`src/rtl/global_buffer_pkg.sv`:
```
// Shared types and widths for the global_buffer processor read path.
package global_buffer_pkg;

  localparam int GLB_ADDR_WIDTH  = 22;
  localparam int BANK_DATA_WIDTH = 64;

  typedef logic [BANK_DATA_WIDTH-1:0] glb_rd_rsp_t;

  // Width of a counter that must hold 0..depth inclusive without wrapping.
  function automatic int cnt_w(input int depth);
    return $clog2(depth + 1);
  endfunction

endpackage

```
`src/rtl/glb_proc_rd_buffer_if.sv`:
```
// Host-side read request/response handshake bundle.
interface glb_proc_rd_buffer_if #(
  parameter int ADDR_WIDTH = 22,
  parameter int DATA_WIDTH = 64
) ();

  logic                  host_rd_req_valid;
  logic                  host_rd_req_ready;
  logic [ADDR_WIDTH-1:0] host_rd_req_addr;
  logic                  host_rd_rsp_valid;
  logic                  host_rd_rsp_ready;
  logic [DATA_WIDTH-1:0] host_rd_rsp_data;

  modport master (
    output host_rd_req_valid, host_rd_req_addr, host_rd_rsp_ready,
    input  host_rd_req_ready, host_rd_rsp_valid, host_rd_rsp_data
  );

  modport slave (
    input  host_rd_req_valid, host_rd_req_addr, host_rd_rsp_ready,
    output host_rd_req_ready, host_rd_rsp_valid, host_rd_rsp_data
  );

endinterface

```
`src/rtl/glb_rd_rsp_fifo.sv`:
```
// First-word fall-through response FIFO; head data reads as zero while empty.
module glb_rd_rsp_fifo
  import global_buffer_pkg::*;
#(
  parameter  int DEPTH      = 4,
  parameter  int DATA_WIDTH = BANK_DATA_WIDTH,
  localparam int CW         = cnt_w(DEPTH),
  localparam int PW         = $clog2(DEPTH)
) (
  input  logic                  clk,
  input  logic                  reset,
  input  logic                  push_i,
  input  logic [DATA_WIDTH-1:0] wdata_i,
  input  logic                  pop_i,
  output logic [DATA_WIDTH-1:0] rdata_o,
  output logic                  full_o,
  output logic                  empty_o,
  output logic [CW-1:0]         count_o
);

  logic [DATA_WIDTH-1:0] mem_q [DEPTH];
  logic [PW-1:0]         wr_ptr_q, rd_ptr_q;
  logic [CW-1:0]         count_q, count_d;
  logic                  push_ok, pop_ok;

  assign full_o  = (count_q == CW'(DEPTH));
  assign empty_o = (count_q == '0);
  assign count_o = count_q;
  assign push_ok = push_i && !full_o;
  assign pop_ok  = pop_i && !empty_o;
  assign rdata_o = empty_o ? '0 : mem_q[rd_ptr_q];

  always_comb begin
    count_d = count_q;
    case ({push_ok, pop_ok})
      2'b10:   count_d = count_q + CW'(1);
      2'b01:   count_d = count_q - CW'(1);
      default: count_d = count_q;
    endcase
  end

  always_ff @(posedge clk) begin
    if (reset) begin
      wr_ptr_q <= '0;
      rd_ptr_q <= '0;
      count_q  <= '0;
    end else begin
      if (push_ok) wr_ptr_q <= wr_ptr_q + PW'(1);
      if (pop_ok)  rd_ptr_q <= rd_ptr_q + PW'(1);
      count_q <= count_d;
    end
  end

  // Storage needs no reset: the read port is masked while empty.
  always_ff @(posedge clk) begin
    if (push_ok) mem_q[wr_ptr_q] <= wdata_i;
  end

endmodule

```
`src/rtl/glb_proc_rd_buffer.sv`:
```
// Credit-limited read buffer between the host and global_buffer's processor read port.
module glb_proc_rd_buffer
  import global_buffer_pkg::*;
#(
  parameter  int ADDR_WIDTH = GLB_ADDR_WIDTH,
  parameter  int DATA_WIDTH = BANK_DATA_WIDTH,
  parameter  int DEPTH      = 4,
  localparam int CW         = cnt_w(DEPTH)
) (
  input  logic                  clk,
  input  logic                  reset,
  glb_proc_rd_buffer_if.slave   host,
  output logic                  proc_rd_en,
  output logic [ADDR_WIDTH-1:0] proc_rd_addr,
  input  logic [DATA_WIDTH-1:0] proc_rd_data,
  input  logic                  proc_rd_data_valid,
  output logic [CW-1:0]         outstanding,
  output logic                  err_spurious
);

  logic [CW-1:0]         inflight_q, inflight_d;
  logic [CW-1:0]         fifo_count;
  logic                  fifo_full, fifo_empty;
  logic                  accept, rsp_ok, spurious, pop;
  logic                  proc_rd_en_q;
  logic [ADDR_WIDTH-1:0] proc_rd_addr_q;
  logic                  err_spurious_q;

  // inflight + fifo_count never exceeds DEPTH, so the sum fits in CW bits.
  assign outstanding            = inflight_q + fifo_count;
  assign host.host_rd_req_ready = !reset && (outstanding < CW'(DEPTH));
  assign accept                 = host.host_rd_req_valid && host.host_rd_req_ready;
  assign rsp_ok                 = proc_rd_data_valid && (inflight_q != '0);
  assign spurious               = proc_rd_data_valid && (inflight_q == '0);
  assign host.host_rd_rsp_valid = !fifo_empty;
  assign pop                    = host.host_rd_rsp_valid && host.host_rd_rsp_ready;

  always_comb begin
    inflight_d = inflight_q;
    case ({accept, rsp_ok})
      2'b10:   inflight_d = inflight_q + CW'(1);
      2'b01:   inflight_d = inflight_q - CW'(1);
      default: inflight_d = inflight_q;
    endcase
  end

  always_ff @(posedge clk) begin
    if (reset) begin
      inflight_q     <= '0;
      proc_rd_en_q   <= 1'b0;
      proc_rd_addr_q <= '0;
      err_spurious_q <= 1'b0;
    end else begin
      inflight_q   <= inflight_d;
      proc_rd_en_q <= accept;
      if (accept) proc_rd_addr_q <= host.host_rd_req_addr;
      if (spurious) err_spurious_q <= 1'b1;
    end
  end

  assign proc_rd_en   = proc_rd_en_q;
  assign proc_rd_addr = proc_rd_addr_q;
  assign err_spurious = err_spurious_q;

  glb_rd_rsp_fifo #(
    .DEPTH      (DEPTH),
    .DATA_WIDTH (DATA_WIDTH)
  ) u_rsp_fifo (
    .clk     (clk),
    .reset   (reset),
    .push_i  (rsp_ok),
    .wdata_i (proc_rd_data),
    .pop_i   (pop),
    .rdata_o (host.host_rd_rsp_data),
    .full_o  (fifo_full),
    .empty_o (fifo_empty),
    .count_o (fifo_count)
  );

  // A returning word must always find room; credits make that hold by construction.
  a_no_overflow : assert property (@(posedge clk) disable iff (reset) !(rsp_ok && fifo_full));

endmodule

```
`src/flat_wrapper.sv`:
```
// flat-port wrapper written by rule: the top's interface ports become plain ports
module glb_proc_rd_buffer_flat import global_buffer_pkg::*;
#(
  parameter  int ADDR_WIDTH = GLB_ADDR_WIDTH,
  parameter  int DATA_WIDTH = BANK_DATA_WIDTH,
  parameter  int DEPTH      = 4,
  localparam int CW         = cnt_w(DEPTH)
)
  (clk, reset, proc_rd_en, proc_rd_addr, proc_rd_data, proc_rd_data_valid, outstanding, err_spurious, host_host_rd_req_valid, host_host_rd_req_addr, host_host_rd_rsp_ready, host_host_rd_req_ready, host_host_rd_rsp_valid, host_host_rd_rsp_data);
  glb_proc_rd_buffer_if #(.ADDR_WIDTH(ADDR_WIDTH), .DATA_WIDTH(DATA_WIDTH)) host_i ();
  input  logic clk;
  input  logic reset;
  output logic proc_rd_en;
  output logic [ADDR_WIDTH-1:0] proc_rd_addr;
  input  logic [DATA_WIDTH-1:0] proc_rd_data;
  input  logic proc_rd_data_valid;
  output logic [CW-1:0] outstanding;
  output logic err_spurious;
  input wire logic [$bits(host_i.host_rd_req_valid)-1:0] host_host_rd_req_valid;
  input wire logic [$bits(host_i.host_rd_req_addr)-1:0] host_host_rd_req_addr;
  input wire logic [$bits(host_i.host_rd_rsp_ready)-1:0] host_host_rd_rsp_ready;
  output wire logic [$bits(host_i.host_rd_req_ready)-1:0] host_host_rd_req_ready;
  output wire logic [$bits(host_i.host_rd_rsp_valid)-1:0] host_host_rd_rsp_valid;
  output wire logic [$bits(host_i.host_rd_rsp_data)-1:0] host_host_rd_rsp_data;
  assign host_i.host_rd_req_valid = host_host_rd_req_valid;
  assign host_i.host_rd_req_addr = host_host_rd_req_addr;
  assign host_i.host_rd_rsp_ready = host_host_rd_rsp_ready;
  assign host_host_rd_req_ready = host_i.host_rd_req_ready;
  assign host_host_rd_rsp_valid = host_i.host_rd_rsp_valid;
  assign host_host_rd_rsp_data = host_i.host_rd_rsp_data;
  glb_proc_rd_buffer #(.ADDR_WIDTH(ADDR_WIDTH), .DATA_WIDTH(DATA_WIDTH), .DEPTH(DEPTH)) u_core (.clk(clk), .reset(reset), .host(host_i), .proc_rd_en(proc_rd_en), .proc_rd_addr(proc_rd_addr), .proc_rd_data(proc_rd_data), .proc_rd_data_valid(proc_rd_data_valid), .outstanding(outstanding), .err_spurious(err_spurious));
endmodule
```
`config.mk`:
```
export PLATFORM = sky130hd
export DESIGN_NAME = glb_proc_rd_buffer_flat
export DESIGN_NICKNAME = d
export VERILOG_FILES = /design/src/rtl/global_buffer_pkg.sv /design/src/rtl/glb_proc_rd_buffer_if.sv /design/src/rtl/glb_rd_rsp_fifo.sv /design/src/rtl/glb_proc_rd_buffer.sv /design/src/flat_wrapper.sv
export SDC_FILE = /design/constraint.sdc
export NUM_CORES = 1
export LEC_CHECK = 0
export CAP_MARGIN = 20
export CORE_ASPECT_RATIO = 0.7
export CORE_MARGIN = 10
export CORE_UTILIZATION = 48
export DETAILED_ROUTE_END_ITERATION = 12
export HOLD_SLACK_MARGIN = 0.08
export PLACE_DENSITY_LB_ADDON = 0.25
export SKIP_CTS_REPAIR_TIMING = 1
export SLEW_MARGIN = 5
export SYNTH_ARGS = -nofsm -noshare
export SYNTH_HDL_FRONTEND = slang
export SYNTH_HIERARCHICAL = 1
export SYNTH_SLANG_ARGS = --single-unit
```
`constraint.sdc`:
```
create_clock -name clk -period 3.1 [get_ports clk]
set_clock_uncertainty 0.05 [all_clocks]
set_input_delay 0.465 -clock clk [delete_from_list [all_inputs] [get_ports clk]]
set_output_delay 0.465 -clock clk [all_outputs]
set_load 0.01 [all_outputs]
```
; ---- Word level (Yosys, flattened, before mapping)
; Memory sizes are Yosys's and may differ from the RTL's. A register that Yosys moved wholly into a read port is not among the register bits.
; Cells that the tools add are included.
[classes]
add_sub_neg = 7
order_cmp = 1
n_eq_ne = 5
mux = 7
n_reduce_logical = 15
[op_table]
columns = operator, n
row1 = $mux W64, 1
row2 = $pmux W3 S2, 2
row3 = $logic_and A1 B1 Y1, 7
row4 = $add A3 B1 Y3 const B, 2
row5 = $logic_not A3 Y1, 2
row6 = $sub A3 B1 Y3 const B, 2
row7 = $add A2 B1 Y2 const B, 2
row8 = $eq A2 B1 Y1 const B, 2
row9 = $eq A2 B2 Y1 const B, 2
row10 = $mux W2, 2
row11 = $reduce_bool A2 Y1, 2
row12 = $add A3 B3 Y3, 1
row13 = $eq A3 B3 Y1 const B, 1
row14 = $logic_not A1 Y1, 3
row15 = $lt A3 B3 Y1 const B, 1
row16 = $reduce_bool A3 Y1, 1
row17 = $mux W1, 2
[totals]
register_bits = 34
mem_bits_rw = 256
output_inout_bits = 93
n_memories = 1
[mem_list]
columns = name, depth, word_bits, read_ports, rd_clocked_by_memory_dff, wr, line
row1 = u_core.u_rsp_fifo.mem_q, 4, 64, 1, 1, 1, glb_rd_rsp_fifo.sv:21  ; logic [DATA_WIDTH-1:0] mem_q [DEPTH];

; ---- Longest topological paths before layout
; Gate-level depths: netlist of the first run.
[logic_depth]
word_depth = 6
mapped_depth = 12

; ---- Cells and area by module
; Netlist of the first run, hierarchy kept.
[by_module_without_submodules]
columns = module, n_inst, cells_per_inst, area_per_inst_um2, seq_area_each_um2
row1 = glb_rd_rsp_fifo, 1, 459, 10146.0, 7867.5
row2 = glb_proc_rd_buffer, 1, 103, 1257.5, 540.5

; ---- Worst setup path after synthesis of the first run
; Ideal clock, no wire load.
[synth_timing]
path_type = register -> register
start = register u_core.u_rsp_fifo.count_q[0], in the netlist u_core/u_rsp_fifo/count_o[0]
end = register u_core.inflight_q[2]
setup_time_ns = 0.071
arrival_ns = 2.893
t_required_ns = 2.979
slack_ns = 0.086
stages_incl_launch_ff = 13
n_path_buf = 1
period_less_slack_ns = 3.014
path_cell_list = dfxtp_1 ha_1 fa_1 xnor3_1 and2_4 inv_6 buf_12 ha_1 inv_1 fa_1 xor2_1 or3_2 a21oi_1
[synth_via]
elab_chain_len = 6
word_cells_on_any_way = 8
classes_between = add/sub: 1 / order compare: 1 / eq/ne: 2 / mux: 1 / reduce/logical: 3
[synth_lines]
columns = item, line
row1 = "start, declared", glb_rd_rsp_fifo.sv:23  ; logic [CW-1:0] count_q, count_d;
row2 = "start signal, assigned", glb_rd_rsp_fifo.sv:50  ; count_q <= count_d;
row3 = $add A3 B3 Y3 (*), glb_proc_rd_buffer.sv:30  ; assign outstanding = inflight_q + fifo_count;
row4 = $lt A3 B3 Y1 (*), glb_proc_rd_buffer.sv:31  ; assign host.host_rd_req_ready = !reset && (outstanding < CW'(DEPTH));
row5 = $logic_and A1 B1 Y1 (*), glb_proc_rd_buffer.sv:31
row6 = $logic_and A1 B1 Y1 (*), glb_proc_rd_buffer.sv:32  ; assign accept = host.host_rd_req_valid && host.host_rd_req_ready;
row7 = $eq A2 B1 Y1 / $eq A2 B2 Y1 (equally long branches), glb_proc_rd_buffer.sv:40  ; case ({accept, rsp_ok})
row8 = $pmux W3 S2 / $reduce_bool A2 Y1 (equally long branches), n/a
row9 = "end signal, assigned", glb_proc_rd_buffer.sv:54  ; inflight_q <= inflight_d;
row10 = "end, declared", glb_proc_rd_buffer.sv:21  ; logic [CW-1:0] inflight_q, inflight_d;
; Mark *: on every way between the ends. The rest lies on a longest branch, timed or not.
; A chain may end at the register's enable or synchronous reset.

; ---- Final worst setup path of the first run
[layout_timing]
start = register u_core.inflight_q[0]
end = output outstanding[2]
[layout_via]
elab_chain_len = 1
[layout_lines]
columns = item, line
row1 = $add A3 B3 Y3, glb_proc_rd_buffer.sv:30
row2 = "end, declared", flat_wrapper.sv:17  ; output logic [CW-1:0] outstanding;
; Every way passes these cells.

==> metrics.md, run 1 <==
| Metric | Value |
|---|---|
| Status | finished clean |
| Sequential-to-total area share from yosys stat | approximately 74% |
| Vias in the first global route | 6233 |
| RSZ-0062 raised after global routing | no |
| DP HPWL | 16000 um |
| # port buffers | 183 |
| Tcrit/Tclk final | 96.40% |
| EDFF count, synth | 256 |
| Cell Pwr Density | between 700 and 800 nW/um^2 |
| Fin crit period | 2.988 ns |
| CP Max Fanout | 4 |
| Ranking of synthesized cells by area | edfxtp_1 (67%), mux4_2 (13%), dfxtp_1 (6.3%) |
| DR iter-0 viols | around 280 |
| GR Util All Layers | between 10% and 20% |
| Synth area leader | edfxtp_1 |
| Min-Delay Path Class | flip-flop to flip-flop |
| R2r endpoint | u_core/inflight_q[2]$_SDFFE_PP0P_ |
| Crit path DAT | 2.47 ns |
| Max stage delay cell, worst path | clkdlybuf4s50_1 |
| Initial antenna violation count | 2 |
| Synthesis Warnings | 6 |
| Critical Path Max Stage Delay | ~0.54 ns |
| Starting Density | roughly half |
| Register Area | 8416 sq um |
| Htree depth | 1 |
| Post-synth top flop | edfxtp_1 |
| Final Max Slew Viols | 0 |
| Setup violators final | 0 |
| DRC viols | 0 |
| Fin area | 14770 sq um |
| CP Capture Type | output port |
| Internal reg-to-reg setup slack | 0.14 ns |
| CTS tree | done |
| Flip-flop and latch count after synthesis | 292 |
| Total gr overflow | 0 |
| Peak VDD IR | 0.4696 mV |
| Clk root buf | clkbuf_16 |
| Area of the multi-input gates | 2761 sq um |
| Share of layout cells above drive strength 1 | 21.18% |
| I/O pin cnt | about 180 |
| Placed Cells | 1059 |
| Vias per inst | a little over 5 |
| Die width | 204.2 um |
| Vias | 5745 |
| Pre-antenna DRT Iters | 4 |
| Worst reg-to-reg path cell count | 11 |
| WP data required | between 2 and 3 ns |
| Unique masters post-synth | 33 |
| Slew HR | 71.14% |
| Clock sinks | slightly below 300 |
| Layout overhead on the synthesized area | 29.52% |
| Worst path top cell family by delay | buffers and inverters |
| Placer Congestion | 0.7337 |
| Crit path cell chain | ha_1 -> fa_1 -> xnor3_1 -> inv_1 -> clkdlybuf4s50_1 |
| Clock latency on the worst-skew pair | 0.52 ns |
| Clk buf depth | 3 |
| WP buf/inv | 2 |
| P_leak | 4.830 nW |
| First-pass GRT wire length | 36980 um |
| Core Box Area | 23520 sq um |
| Top cell type's share of synthesized area | 67.41% |
| Final WS setup | 0.1116 ns |
| Final hold viol count | 0 |
| Total CTS buffers | 28 |
| Total power | 10.48 mW |
| Cell Area, Synth | 11400 sq um |
| Clock transition at path regs | 0.06 ns |
| Reg-to-reg startpoint | u_core/inflight_q[0]$_SDFFE_PP0P_ |
| Hold Crit Depth | 2 |
| Fmax | ~0.33 GHz |
| Largest net degree at the start of global routing | 45 |
| Syn avg cell area | 20.29 sq um |
| Routed Wire Length | about 24000 um |
| Slew @ Worst Pin | 0.4329 ns |
| WL/cell | 21.39 um |
| Row Count | 47 |
| Post-synthesis cell count | ~560 |
| Post-Syn Nets | approximately 660 |
| FFs w/ async S/R, synth | 0% |
| Final nets | 878 |
| Place WS | 0.1470 ns |
| Hold path startpoint | u_core/u_rsp_fifo/rd_ptr_q[1]$_SDFFE_PP0P_ |
| MaxCap Viol Count | 0 |
| Layout Cells excl Fill | about 1100 |
| DRT antenna net count | 0 |
| Die area | 30420 sq um |
| Startpoint Class | flip-flop |
| Die Span Y | 149.0 um |
| Critical path class | flip-flop to output port |
| Layout fillers | 1684 |
| Placed cell area | 13770 sq um |
cells in the mapped netlist, types with 4 or more instances:
master / count
inv_1: 13
and2_1: 4
buf_2: 7
dfxtp_1: 36
clkbuf_1: 8
o21ai_0: 4
mux4_2: 64
xor2_1: 5
ha_1: 7
mux2_4: 19
nor2b_1: 88
edfxtp_1: 256
nor2_1: 11
a21oi_1: 7
buf_6: 7
cell families after synthesis:
logic type                 share of synthesized area [%]
muxes                                              15.53
buffers and inverters                              2.194
xor gates and xnor gates                          0.5815
and+or+nand+nor                                    6.122
adders and majority gates                          1.295
AOI/OAI and AO/OA                                 0.5486
DFF                                                73.73
state kept, by name, indices dropped and copies added (netlist names), named ones only:
name,cells
u_core/u_rsp_fifo/rd_ptr_q,2
u_core/u_rsp_fifo/mem_q,256
u_core/inflight_q,3
u_core/u_rsp_fifo/wr_ptr_q,2
u_core/err_spurious,1
u_core/u_rsp_fifo/count_o,3
u_core/proc_rd_en,1
u_core/proc_rd_addr,22
cell type report:
type                            instances  area share [%]
Timing Repair Buffer                  211           14.83
Sequential cell                       292           56.98
Antenna cell                            2         0.03389
Multi-Input combinational cell        230           18.70
Inverter                               14          0.3897
Clock buffer                           33           5.015
Clock inverter                         18           1.364
Tap cell                              318           2.694
worst min-delay path, stage by stage (launching register included):
cell	delay (ns)
dfxtp_1	0.30
o21ai_0	0.06
a21oi_1	0.07
cell usage in the layout, fill, tap and decap left out, types with 7 or more instances in the layout:
cell type / count
mux4_2: 64
clkinv_2: 7
a21oi_1: 7
nor2_1: 11
buf_4: 15
mux2_4: 19
ha_1: 7
nor2b_1: 88
clkdlybuf4s50_1: 182
edfxtp_1: 256
dfxtp_1: 34
inv_1: 13
clkbuf_16: 29
buf_12: 11
per-layer routing:
| layer | GRT usage, % | wire [um] | vias up |
|---|---|---|---|
| met5 | 0 | 0 | - |
| met4 | 2.621 | 199 | 0 |
| met3 | 3.841 | 1262 | 19 |
| met2 | 26.13 | 12090 | 134 |
| met1 | 20.52 | 10360 | 2971 |
| li1 | - | - | 2621 |
where the power goes:
part	total (mW)	leakage (nW)	internal [mW]	switching (mW)
Clock	3.41	0.454	2.04	1.37
Combinational	2.25	1.76	1.19	1.06
Sequential	4.82	2.61	4.70	0.121
metrics by stage:
step | utilization, % | hold WS [ns] | setup TNS [ns]
6_report | 62.79 | 0.4309 | 0
5_1_grt | 62.78 | 0.4720 | 0
4_1_cts | 62.53 | 0.4347 | -1.524
3_5_place_dp | 58.53 | 0.4166 | 0
3_3_place_gp | 58.53 | 0.4080 | 0
2_1_floorplan | - | 0.4091 | 0
how the worst max path moves through the flow:
stage / startpoint / to / slack, ns / cells after the start
3_5_place_dp: u_core/inflight_q[0]$_SDFFE_PP0P_ / u_core/inflight_q[2]$_SDFFE_PP0P_ / 0.15 / 11
3_3_place_gp: u_core/inflight_q[0]$_SDFFE_PP0P_ / u_core/inflight_q[2]$_SDFFE_PP0P_ / 0.20 / 11
2_1_floorplan: u_core/u_rsp_fifo/count_o[0]$_SDFFE_PP0P_ / u_core/inflight_q[2]$_SDFFE_PP0P_ / 0.09 / 12
4_1_cts: flip-flop / host_host_rd_rsp_data[40] / -0.09 / 4
6_report: u_core/inflight_q[0]$_SDFFE_PP0P_ / outstanding[2] / 0.11 / 5
5_1_grt: u_core/inflight_q[0]$_SDFFE_PP0P_ / outstanding[2] / 0.002 / 5
Power figures use the tool's default switching activity.
==> run 2: changes to the inputs <==
- ABC_CLOCK_PERIOD_IN_PS: unset -> 3100
==> results of run 2 <==
Same layout as run 1: the final DEF is identical, and so are final timing and power.
